==> src/rtl/control_unit.sv <==
// Sequencing FSM for the accumulator core: fetch, decode and execute over the
// shared bus, with a bounded memory handshake that halts the core on timeout.
module control_unit #(
  parameter int OP   = 8,
  parameter int ADDR = 8
) (
  input  logic                clk,
  input  logic                nrst,
  input  logic                run,
  input  logic [OP+ADDR-1:0]  bus_in,
  input  logic                mem_ready,
  input  logic                acc_zero,
  output logic                pc_valid,
  output logic                mem_valid,
  output logic                ir_valid,
  output logic                acc_valid,
  output logic                pc_inc,
  output logic                pc_load,
  output logic                mar_load,
  output logic                ir_load,
  output logic                acc_load,
  output logic                mem_write,
  output logic [1:0]          alu_op,
  output logic                halted,
  output logic                bus_err,
  output logic                illegal
);

  typedef enum logic [2:0] {
    S_IDLE, S_FADDR, S_FMEM, S_DECODE, S_EADDR, S_EMEM, S_JUMP, S_HALT
  } state_t;

  localparam logic [OP-1:0] OPC_NOP = OP'(0);
  localparam logic [OP-1:0] OPC_LDA = OP'(1);
  localparam logic [OP-1:0] OPC_STA = OP'(2);
  localparam logic [OP-1:0] OPC_ADD = OP'(3);
  localparam logic [OP-1:0] OPC_SUB = OP'(4);
  localparam logic [OP-1:0] OPC_JMP = OP'(5);
  localparam logic [OP-1:0] OPC_JZ  = OP'(6);
  localparam logic [OP-1:0] OPC_HLT = {OP{1'b1}};
  localparam logic [3:0]    WAIT_MAX = 4'd15;

  state_t          state, state_n;
  logic [OP-1:0]   opcode, bus_opc;
  logic [3:0]      wait_cnt;
  logic            bus_err_q, timeout, in_mem, opc_legal;
  logic            unused_addr;

  assign bus_opc     = bus_in[OP+ADDR-1:ADDR];
  assign unused_addr = ^bus_in[ADDR-1:0];
  assign in_mem      = (state == S_FMEM) || (state == S_EMEM);
  assign opc_legal   = bus_opc inside {OPC_NOP, OPC_LDA, OPC_STA, OPC_ADD,
                                       OPC_SUB, OPC_JMP, OPC_JZ, OPC_HLT};

  // State, latched opcode, handshake wait counter and sticky error.
  always_ff @(posedge clk) begin
    if (!nrst) begin
      state     <= S_IDLE;
      opcode    <= '0;
      wait_cnt  <= '0;
      bus_err_q <= 1'b0;
    end else begin
      state <= state_n;
      if (state == S_DECODE) opcode <= bus_opc;
      if (timeout) bus_err_q <= 1'b1;
      if ((state_n == S_FMEM || state_n == S_EMEM) && state_n != state)
        wait_cnt <= '0;
      else if (in_mem && !mem_ready && wait_cnt != WAIT_MAX)
        wait_cnt <= wait_cnt + 4'd1;
    end
  end

  always_comb begin
    state_n = state;
    timeout = 1'b0;
    case (state)
      S_IDLE:   if (run) state_n = S_FADDR;
      S_FADDR:  state_n = S_FMEM;
      S_FMEM, S_EMEM: begin
        // A ready on the saturating cycle still completes cleanly.
        if (mem_ready)
          state_n = (state == S_FMEM) ? S_DECODE : S_FADDR;
        else if (wait_cnt == WAIT_MAX) begin
          state_n = S_HALT;
          timeout = 1'b1;
        end
      end
      S_DECODE: begin
        case (bus_opc)
          OPC_LDA, OPC_STA, OPC_ADD, OPC_SUB: state_n = S_EADDR;
          OPC_JMP: state_n = S_JUMP;
          OPC_JZ:  state_n = acc_zero ? S_JUMP : S_FADDR;
          OPC_HLT: state_n = S_HALT;
          default: state_n = S_FADDR;
        endcase
      end
      S_EADDR:  state_n = S_EMEM;
      S_JUMP:   state_n = S_FADDR;
      S_HALT:   state_n = S_HALT;
      default:  state_n = S_IDLE;
    endcase
  end

  always_comb begin
    pc_valid  = 1'b0;
    mem_valid = 1'b0;
    ir_valid  = 1'b0;
    acc_valid = 1'b0;
    pc_inc    = 1'b0;
    pc_load   = 1'b0;
    mar_load  = 1'b0;
    ir_load   = 1'b0;
    acc_load  = 1'b0;
    mem_write = 1'b0;
    alu_op    = 2'b00;
    halted    = 1'b0;
    illegal   = 1'b0;
    bus_err   = bus_err_q;
    case (state)
      S_FADDR: begin
        pc_valid = 1'b1;
        mar_load = 1'b1;
      end
      S_FMEM: begin
        mem_valid = 1'b1;
        ir_load   = mem_ready;
      end
      S_DECODE: begin
        ir_valid = 1'b1;
        pc_inc   = 1'b1;
        illegal  = !opc_legal;
      end
      S_EADDR: begin
        ir_valid = 1'b1;
        mar_load = 1'b1;
      end
      S_EMEM: begin
        if (opcode == OPC_STA) begin
          acc_valid = 1'b1;
          mem_write = 1'b1;
        end else begin
          mem_valid = 1'b1;
          acc_load  = mem_ready;
          if (opcode == OPC_ADD)      alu_op = 2'b01;
          else if (opcode == OPC_SUB) alu_op = 2'b10;
        end
      end
      S_JUMP: begin
        ir_valid = 1'b1;
        pc_load  = 1'b1;
      end
      S_HALT:  halted = 1'b1;
      default: ;
    endcase
  end

endmodule

==> config.mk <==
export PLATFORM = sky130hd
export DESIGN_NAME = control_unit
export DESIGN_NICKNAME = d
export VERILOG_FILES = /design/src/rtl/control_unit.sv
export SDC_FILE = /design/constraint.sdc
export NUM_CORES = 1
export LEC_CHECK = 0
export CORE_AREA = 2 2 49 51
export DETAILED_ROUTE_END_ITERATION = 12
export DIE_AREA = 0 0 51 53
export PLACE_DENSITY = 0.8
export SKIP_CTS_REPAIR_TIMING = 1
export SLEW_MARGIN = 20
export SYNTH_ARGS = -nofsm -noshare
export SYNTH_HDL_FRONTEND = slang
export SYNTH_SLANG_ARGS = --single-unit
export TNS_END_PERCENT = 5
==> constraint.sdc <==
create_clock -name clk -period 3.13 [get_ports clk]
set_input_delay 0.313 -clock clk [delete_from_list [all_inputs] [get_ports clk]]
set_output_delay 0.313 -clock clk [all_outputs]
set_load 0.02 [all_outputs]
==> results of run 1 <==
[cells by family after synthesis]
family,synth area share [%]
flops,32.4
simple gates,39.0
xor+xnor,1.77
buf+inv,5.06
compound gates,19.5
mux,1.01
fa+ha+maj,1.27
[worst paths after layout]
check / to / from / slack [ns]
max: illegal / state[0] / 0.53
max reg2reg: state[2] / state[2] / 1.22
min reg2reg: opcode[7] / opcode[7] / 0.47
min: opcode[7] / opcode[7] / 0.47
[area by class of cell]
cell class                 count  area, µm²  share of cell area [%]
multi-input combinational    103        618                    47.7
sequential                    16        320                    24.7
timing repair buffer          27        270                    20.9
clock buffer                   4       36.3                    2.80
tap                           28       35.0                    2.71
inverter                       4       15.0                    1.16
[routing by layer]
metal	vias up	wire (µm)	global-route usage (%)
met4	0	21	6.76
li1	505	-	-
met3	2	80	3.67
met5	-	0	0
met2	23	1020	28.1
met1	449	1110	20.4
[power by group]
group          switching (W)  leakage [nW]  internal (W)
sequential         0.0000106         0.130      0.000210
combinational      0.0000460         0.351     0.0000443
clock              0.0000701        0.0210     0.0000708
total               0.000127         0.501      0.000325
[cells in the mapped netlist, types with 2 or more instances]
| master | n | share of area (%) |
|---|---|---|
| a21boi_0 | 8 | 6.1 |
| a21oi_1 | 6 | 3.0 |
| a31oi_1 | 3 | 1.9 |
| and3_1 | 3 | 1.9 |
| and3_2 | 2 | 1.5 |
| buf_2 | 4 | 2.0 |
| clkbuf_1 | 2 | 0.76 |
| dfxtp_1 | 16 | 32 |
| inv_1 | 3 | 1.1 |
| nand2_1 | 23 | 8.7 |
| nand2b_1 | 4 | 2.5 |
| nand3_1 | 3 | 1.5 |
| nand3b_1 | 3 | 2.3 |
| nor2_1 | 12 | 4.6 |
| nor2b_1 | 3 | 1.9 |
| nor3_1 | 4 | 2.0 |
| nor4_1 | 3 | 1.9 |
| o211a_1 | 2 | 2.0 |
| o21ai_0 | 4 | 2.0 |
| xor2_1 | 2 | 1.8 |
[state kept, by name (all words and copies together), names as in the netlist]
name      flops
opcode        8
wait_cnt      4
state         3
bus_err       1
[stage by stage]
stage                     area [µm²]  hold WS, ns  std cells  setup slack, ns
after floorplan                  988        0.443        130             1.25
after global placement          1260        0.455        178            0.803
after detailed placement        1260        0.469        178            0.762
after CTS                       1290        0.481        182            0.557
after global routing            1290        0.499        182            0.447
final                           1290        0.474        182            0.531
[worst register-to-register path, cell delays in order (launching register included)]
cell      delay (ns)
dfxtp_1         0.53
nand2b_2        0.22
or2_1           0.41
inv_2           0.18
nand2_1         0.12
a21oi_1         0.05
o41a_1          0.30
==> results by group, run 1 <==
Logic synthesis
  • Post-synth EDFFs: 0
  • Seq cells post-synth: 16
  • Synth unique cells: 40
  • Synth warn: 0
  • Async SR Flop Fraction: 0%
  • Top FF cell, synth: dfxtp_1
  • Cells after synthesis: 130
  • Synth Net Count: 152
  • Syn avg cell area: 7.60 µm²
  • Sequential share of the synthesized area: 32.4%
  • Post-Syn Area: 988 µm²

STA
  • Final setup fails: 0
  • Hold Fails Final Rpt: 0
  • Shortest period the worst path allows: 2.60 ns
  • Unrepaired setup endpoints after global routing: false
  • Slew Limit Fails: 0
  • Setup TNS: 0 ns
  • Final period util: 83.0%
  • Slew HR: 68.3%
  • Clock Skews: 0.0124 ns
  • Worst slew pin tran: 0.475 ns
  • Fmax: 0.385 GHz

Critical path
  • Crit path depth: 4
  • CP max stage cell: clkdlybuf4s50_1
  • Worst-path cell chain: nand2b_2 > or2_1 > nor3_1 > clkdlybuf4s50_1
  • CP peak stage delay: 0.63 ns
  • Critical Path RT: 2.82 ns
  • Reg2Reg Depth: 6
  • CP delay by family, top: simple AND/OR/NAND/NOR gates
  • Critical path fanouts, max: 13
  • Arr. time, crit path: 2.29 ns
  • Crit path capture type: primary output
  • CP Launch Type: flop
  • Buf/Inv on CP: 1
  • Crit Path Class: reg2out

Floorplan
  • Total core area: 2150 µm²
  • Initial Util: 46.0%
  • Die width: 51 µm
  • I/O Pins: 36
  • Die H: 53 µm
  • Site row count: 17
  • Full die area: 2700 µm²

Status
  • Outcome: finished clean

Placement
  • HPWL after DPL: 1.69 mm
  • Port Buffer Count: 27
  • GPL Wtd Cong: 0.805

Power
  • Pleak: 0.501 nW
  • Pwr dens: 349 nW/µm²
  • Worst VDD drop: 0.000157 V
  • Total power: 0.000452 W

GRT
  • Vias in the first global route: 822
  • Maximum number of pins on one net before global-route repair: 14
  • Antenna violations before repair: 0
  • Gr ovfl total: 0
  • Gr usage total: 16.6%
  • First-pass GRT wire length: 3.39 mm

Worst hold path
  • Worst Hold Class: reg2reg
  • Hold Path Stages: 2

Routing
  • Routed wire length: 2.23 mm
  • First drt pass iteration count: 4
  • Final ANT Viol Nets: 0
  • Vias per Instance: 5.38
  • Vias: 979
  • WL/cell: 12.3 µm
  • Iteration-0 DRC count of the detailed router: 22
  • DR DRC count: 0

Finish
  • Diode count: 0
  • Area growth syn-to-layout: 31.0%
  • # fillers: 209
  • Leading cell types in the layout, fill and taps excluded: 27 x clkdlybuf4s50_1, 23 x nand2_1, 16 x dfxtp_1
  • Layout cell share with drive strength beyond 1: 8.44%
  • Final net count: 177
  • Most common cell after layout, fill and taps aside: clkdlybuf4s50_1
  • Util after Layout: 60.3%

Clocking
  • Max H-tree Level: 1
  • CTS Buffer Depth: 2
  • CTS buffer count: 3
  • CTS sink count: 16
  • Worst-path clk slew: 0.11 ns
  • CTS tree: done
  • Later-pin clock latency in the skew report: 0.29 ns
  • Clock Tree Root: clkbuf_4

Job
  • # Max-Cap Violations: 0
Note: power is estimated with default switching activity, not from simulation.
==> inputs of run 2 (changes only) <==
- CORE_AREA: 2 2 49 51 -> 2 2 51 53
- DIE_AREA: 0 0 51 53 -> 0 0 53 55
- PLACE_DENSITY: 0.8 -> 0.74
- clock period: 3.13 -> 2.5 ns (I/O delays scaled with it)
==> run 2 against run 1 <==
  * Clock power shrank 4%
  * Clock-buffer cell count shrank 1
  * Sequential share of layout area is 0.30 points lower
  * Wire length up 1.7%
  * Sequential power is 24% higher
  * Die area up 7.8%
  * Combinational power is 35% higher
  * Final cell count rose by 2.2%
  * Clock skew shrank 0.0081 ns
==> results by group, run 2 (synthesis results as in run 1) <==
Routing
  • Vias per Instance: 5.63
  • Final ANT Viol Nets: 0
  • DR DRC count: 0
  • Top Metal Used: met4
  • First drt pass iteration count: 8
  • WL/cell: 12.2 µm
  • Vias: 1048
  • WL met1: 1.07 mm
  • WL met2: 1.03 mm
  • Routed wire length: 2.27 mm
  • Routed met3 length: 124 µm
  • Iteration-0 DRC count of the detailed router: 19

Critical path
  • CP peak stage delay: 0.65 ns
  • R2R Path Start: state[1]
  • Crit path capture type: primary output
  • Worst-path cell chain: nor4_2 > nand2b_1 > nor4_1 > clkdlybuf4s50_1
  • Arr. time, crit path: 2.00 ns
  • R2r endpoint: state[2]
  • Reg2Reg Depth: 6
  • Critical Path RT: 2.25 ns
  • CP Launch Type: flop
  • R2R Setup Slk: 1.02 ns
  • Crit Path Class: reg2out
  • Critical path fanouts, max: 3
  • CP max stage cell: clkdlybuf4s50_1

Clocking
  • Clock Tree Root: clkbuf_4
  • Max H-tree Level: 1
  • Worst-path clk slew: 0.09 ns
  • CTS buffer count: 3
  • CTS tree: done
  • Later-pin clock latency in the skew report: 0.29 ns
  • CTS Buffer Depth: 2
  • CTS sink count: 16

Placement
  • Pre-CTS WS: 0.274 ns
  • GPL Wtd Cong: 0.789
  • Placed Cells: 183
  • HPWL after DPL: 1.74 mm
  • Port Buffer Count: 27

Finish
  • Final Non-Filler Cells: 186
  • Largest register FFs: 8
  • Most common cell after layout, fill and taps aside: clkdlybuf4s50_1
  • Area growth syn-to-layout: 33.2%
  • Leading cell types in the layout, fill and taps excluded: 27 x clkdlybuf4s50_1, 23 x nand2_1, 15 x dfxtp_1
  • Layout cell share with drive strength beyond 1: 11.5%
  • Final net count: 180
  • Regs by FF count: opcode x8, wait_cnt x4, state x3
  • Diode count: 0
  • Util after Layout: 55.7%
  • Reg with most FFs: opcode

Power
  • Worst VDD drop: 0.000324 V
  • Pleak: 0.513 nW
  • Pwr dens: 403 nW/µm²

Job
  • # Max-Cap Violations: 0

STA
  • Clock Skews: 0.00422 ns
  • Fmax: 0.445 GHz
  • Slew Limit Fails: 0
  • Setup TNS: 0 ns
  • Worst slew pin tran: 0.380 ns
  • Hold Fails Final Rpt: 0
  • Final period util: 89.9%
  • Final setup fails: 0
  • Shortest period the worst path allows: 2.25 ns
  • Final WS setup: 0.251 ns
  • Unrepaired setup endpoints after global routing: false
  • Slew HR: 74.6%

Floorplan
  • Die H: 55 µm
  • Die width: 53 µm
  • Total core area: 2360 µm²
  • Full die area: 2920 µm²
  • I/O Pins: 36
  • Initial Util: 41.8%
  • Site row count: 18

GRT
  • Gr ovfl total: 0
  • First-pass GRT wire length: 3.59 mm
  • Maximum number of pins on one net before global-route repair: 14
  • Gr usage total: 16.9%
  • Antenna violations before repair: 0
  • Vias in the first global route: 829

Worst hold path
  • Hold Path Origin: opcode[3]
  • Hold Path Stages: 2
  • Hold endpoint: opcode[3]
  • Worst Hold Class: reg2reg

Status
  • Outcome: finished clean
-- run 2: cell count changes in the layout (fill, tap and decap cells not counted), sizes merged --
cell / before / now
buf: 0 / 3
clkbuf: 4 / 3
-- run 2: through the flow --
step	area [µm²]	hold slack (ns)	power, W
after floorplan	988	0.395	0.000343
after global placement	1280	0.452	0.000394
after detailed placement	1280	0.472	0.000398
after CTS	1310	0.485	0.000532
after global routing	1320	0.512	0.000559
final	1320	0.483	0.000531
-- run 2: layout make-up --
class,instances,area (µm²)
Clock buffer,3,22.5
Fill cell,236,1050
Inverter,4,15.0
Multi-Input combinational cell,103,627
Sequential cell,16,322
Tap cell,30,37.5
Timing Repair Buffer,30,293
-- run 2: worst max-delay path by stage --
| stage | slack [ns] | start | cells past startpoint | endpoint |
|---|---|---|---|---|
| after floorplan | 0.69 | opcode[7] | 4 | mem_write |
| after global placement | 0.31 | bus_in[9] | 5 | illegal |
| after detailed placement | 0.27 | bus_in[9] | 5 | illegal |
| after CTS | 0.007 | state[1] | 4 | illegal |
| after global routing | 0.11 | opcode[7] | 4 | alu_op[1] |
| final | 0.25 | opcode[7] | 4 | alu_op[1] |
-- run 2: worst max-delay path: cells and delay by family, from the launching register on --
family,cells,cell delay (ns)
buffers and inverters,1,0.65
flip-flops,1,0.34
AND/OR/NAND/NOR,3,0.73
-- run 2: routing by layer --
layer,GRT usage (%),vias up
met4,9.40,0
met3,2.69,5
met5,0,-
li1,-,511
met2,25.2,30
met1,23.3,502
-- run 2: report_power, final --
part	internal (W)	total (W)	switching [W]
Combinational	0.0000598	0.000122	0.0000622
Clock	0.0000560	0.000136	0.0000803
Sequential	0.000263	0.000273	0.00000961
==> inputs of run 3 (changes only) <==
- CORE_AREA: 2 2 51 53 -> 2 2 49 51
- DIE_AREA: 0 0 53 55 -> 0 0 51 53
- PLACE_DENSITY: 0.74 -> 0.8
- clock period: 2.5 -> 2.7 ns (I/O delays scaled with it)
==> run 3 against run 2 <==
  * Total power decreased by 8.3%
  * Wire length decreased by 4.5%
  * Non-clock buffer count decreased by 3
  * Worst hold slack got worse by 0.014 ns
  * Sequential cell count unchanged
  * Sequential share of layout area increased by 0.57 points
  * Clock power decreased by 6%
  * Sequential power decreased by 7%
  * Highest routed layer unchanged
==> results by group, run 3 (synthesis results as in run 1) <==
Status
  • Outcome: finished clean

Finish
  • Area growth syn-to-layout: 29.6%
  • Reg with most FFs: opcode
  • Diode count: 0
  • Largest register FFs: 8
  • Final net count: 177
  • # fillers: 214
  • Layout cell share with drive strength beyond 1: 7.84%
  • Most common cell after layout, fill and taps aside: clkdlybuf4s50_1
  • Regs by FF count: opcode x8, wait_cnt x4, state x3
  • Register area: 320 µm²
  • Leading cell types in the layout, fill and taps excluded: 27 x clkdlybuf4s50_1, 23 x nand2_1, 16 x dfxtp_1
  • Multi-input gate area: 618 µm²

GRT
  • Gr ovfl total: 0
  • Antenna violations before repair: 0
  • Met2 usage: 27.9%
  • First-pass GRT wire length: 3.49 mm
  • Gr usage total: 17.1%
  • GR Layer Usage met3: 1.98%
  • Gr busiest metal: met2
  • Vias in the first global route: 833
  • Maximum number of pins on one net before global-route repair: 14
  • GR Layer Usage met1: 22.3%

STA
  • Fmax: 0.394 GHz
  • Slew HR: 69.4%
  • Hold WS: 0.469 ns
  • Unrepaired setup endpoints after global routing: false
  • Setup TNS: 0 ns
  • Final period util: 94.1%
  • Shortest period the worst path allows: 2.54 ns
  • Slew Limit Fails: 0
  • Hold Fails Final Rpt: 0
  • Clock Skews: 0.00302 ns
  • Worst slew pin tran: 0.459 ns
  • Final setup fails: 0

Clocking
  • CTS tree: done
  • CTS buffer count: 3
  • Max H-tree Level: 1
  • Later-pin clock latency in the skew report: 0.29 ns
  • CTS sink count: 16
  • Worst-path clk slew: 0.09 ns
  • CTS Buffer Depth: 2
  • Clock Tree Root: clkbuf_4

Power
  • Worst VDD drop: 0.000284 V
  • P_int: 0.000346 W
  • Comb pwr share: 21.3%
  • Clk network pwr share: 26.3%
  • Sw Share: 28.8%
  • Pleak: 0.494 nW
  • Pwr dens: 380 nW/µm²
  • Switch Pwr: 0.000140 W
  • Register share of total power: 52.4%

Critical path
  • Critical path fanouts, max: 13
  • Crit Path Class: reg2out
  • Critical Path RT: 2.43 ns
  • Arr. time, crit path: 2.27 ns
  • CP Launch Type: flop
  • Crit path capture type: primary output

Floorplan
  • Die width: 51 µm
  • Die H: 53 µm
  • Site row count: 17
  • I/O Pins: 36
  • Initial Util: 46.0%
  • Full die area: 2700 µm²
  • Total core area: 2150 µm²

Job
  • # Max-Cap Violations: 0

Placement
  • HPWL after DPL: 1.67 mm
  • GPL Wtd Cong: 0.790
  • Port Buffer Count: 27

Worst hold path
  • Worst Hold Class: reg2reg

Routing
  • Final ANT Viol Nets: 0
  • First drt pass iteration count: 4
  • DR DRC count: 0
  • Vias per Instance: 5.24
  • WL/cell: 12.0 µm
  • Routed wire length: 2.17 mm
  • Iteration-0 DRC count of the detailed router: 21
  • Vias: 948
[run 3: final timing paths]
kind,startpoint,cells after the start,slack (ns),endpoint
worst max-delay path,state[0],4,0.16,illegal
worst min-delay path,opcode[6],2,0.47,opcode[6]
worst max register to register,state[2],6,0.78,state[2]
worst min register to register,opcode[6],2,0.47,opcode[6]
[run 3: stage by stage]
step | util [%] | instance area (µm²) | std cells | total power, W | worst slack [ns]
final | 59.6 | 1280 | 181 | 0.000487 | 0.160
after global routing | 59.6 | 1280 | 181 | 0.000515 | 0.0551
after CTS | 59.6 | 1280 | 181 | 0.000493 | 0.149
after detailed placement | 58.6 | 1260 | 178 | 0.000365 | 0.423
after global placement | 58.6 | 1260 | 178 | 0.000361 | 0.461
after floorplan | - | 988 | 130 | 0.000318 | 0.867
[run 3: final cells by class]
| type | instances | area share (%) |
|---|---|---|
| multi-input combinational | 103 | 48.2 |
| inverter | 4 | 1.17 |
| tap | 28 | 2.73 |
| clock buffer | 3 | 1.76 |
| timing repair buffer | 27 | 21.1 |
| sequential | 16 | 25.0 |
[run 3: critical path, stage by stage (launching register included)]
cell             delay (ns)
dfxtp_1                0.55
nand2b_2               0.14
or2_1                  0.40
nor3_1                 0.26
clkdlybuf4s50_1        0.63
[run 3: metal layers]
| metal | wire (µm) | vias up |
|---|---|---|
| li1 | - | 504 |
| met2 | 996 | 24 |
| met3 | 73 | 2 |
| met5 | 0 | - |
| met4 | 30 | 0 |
| met1 | 1070 | 418 |
[run 3: power groups by stage]
stage	combinational (W)	sequential, W	clock (W)
2_1_floorplan	0.0000655	0.000253	0
3_3_place_gp	0.000101	0.000259	0
3_5_place_dp	0.000104	0.000261	0
4_1_cts	0.000104	0.000255	0.000134
5_1_grt	0.000113	0.000257	0.000145
6_report	0.000104	0.000255	0.000128
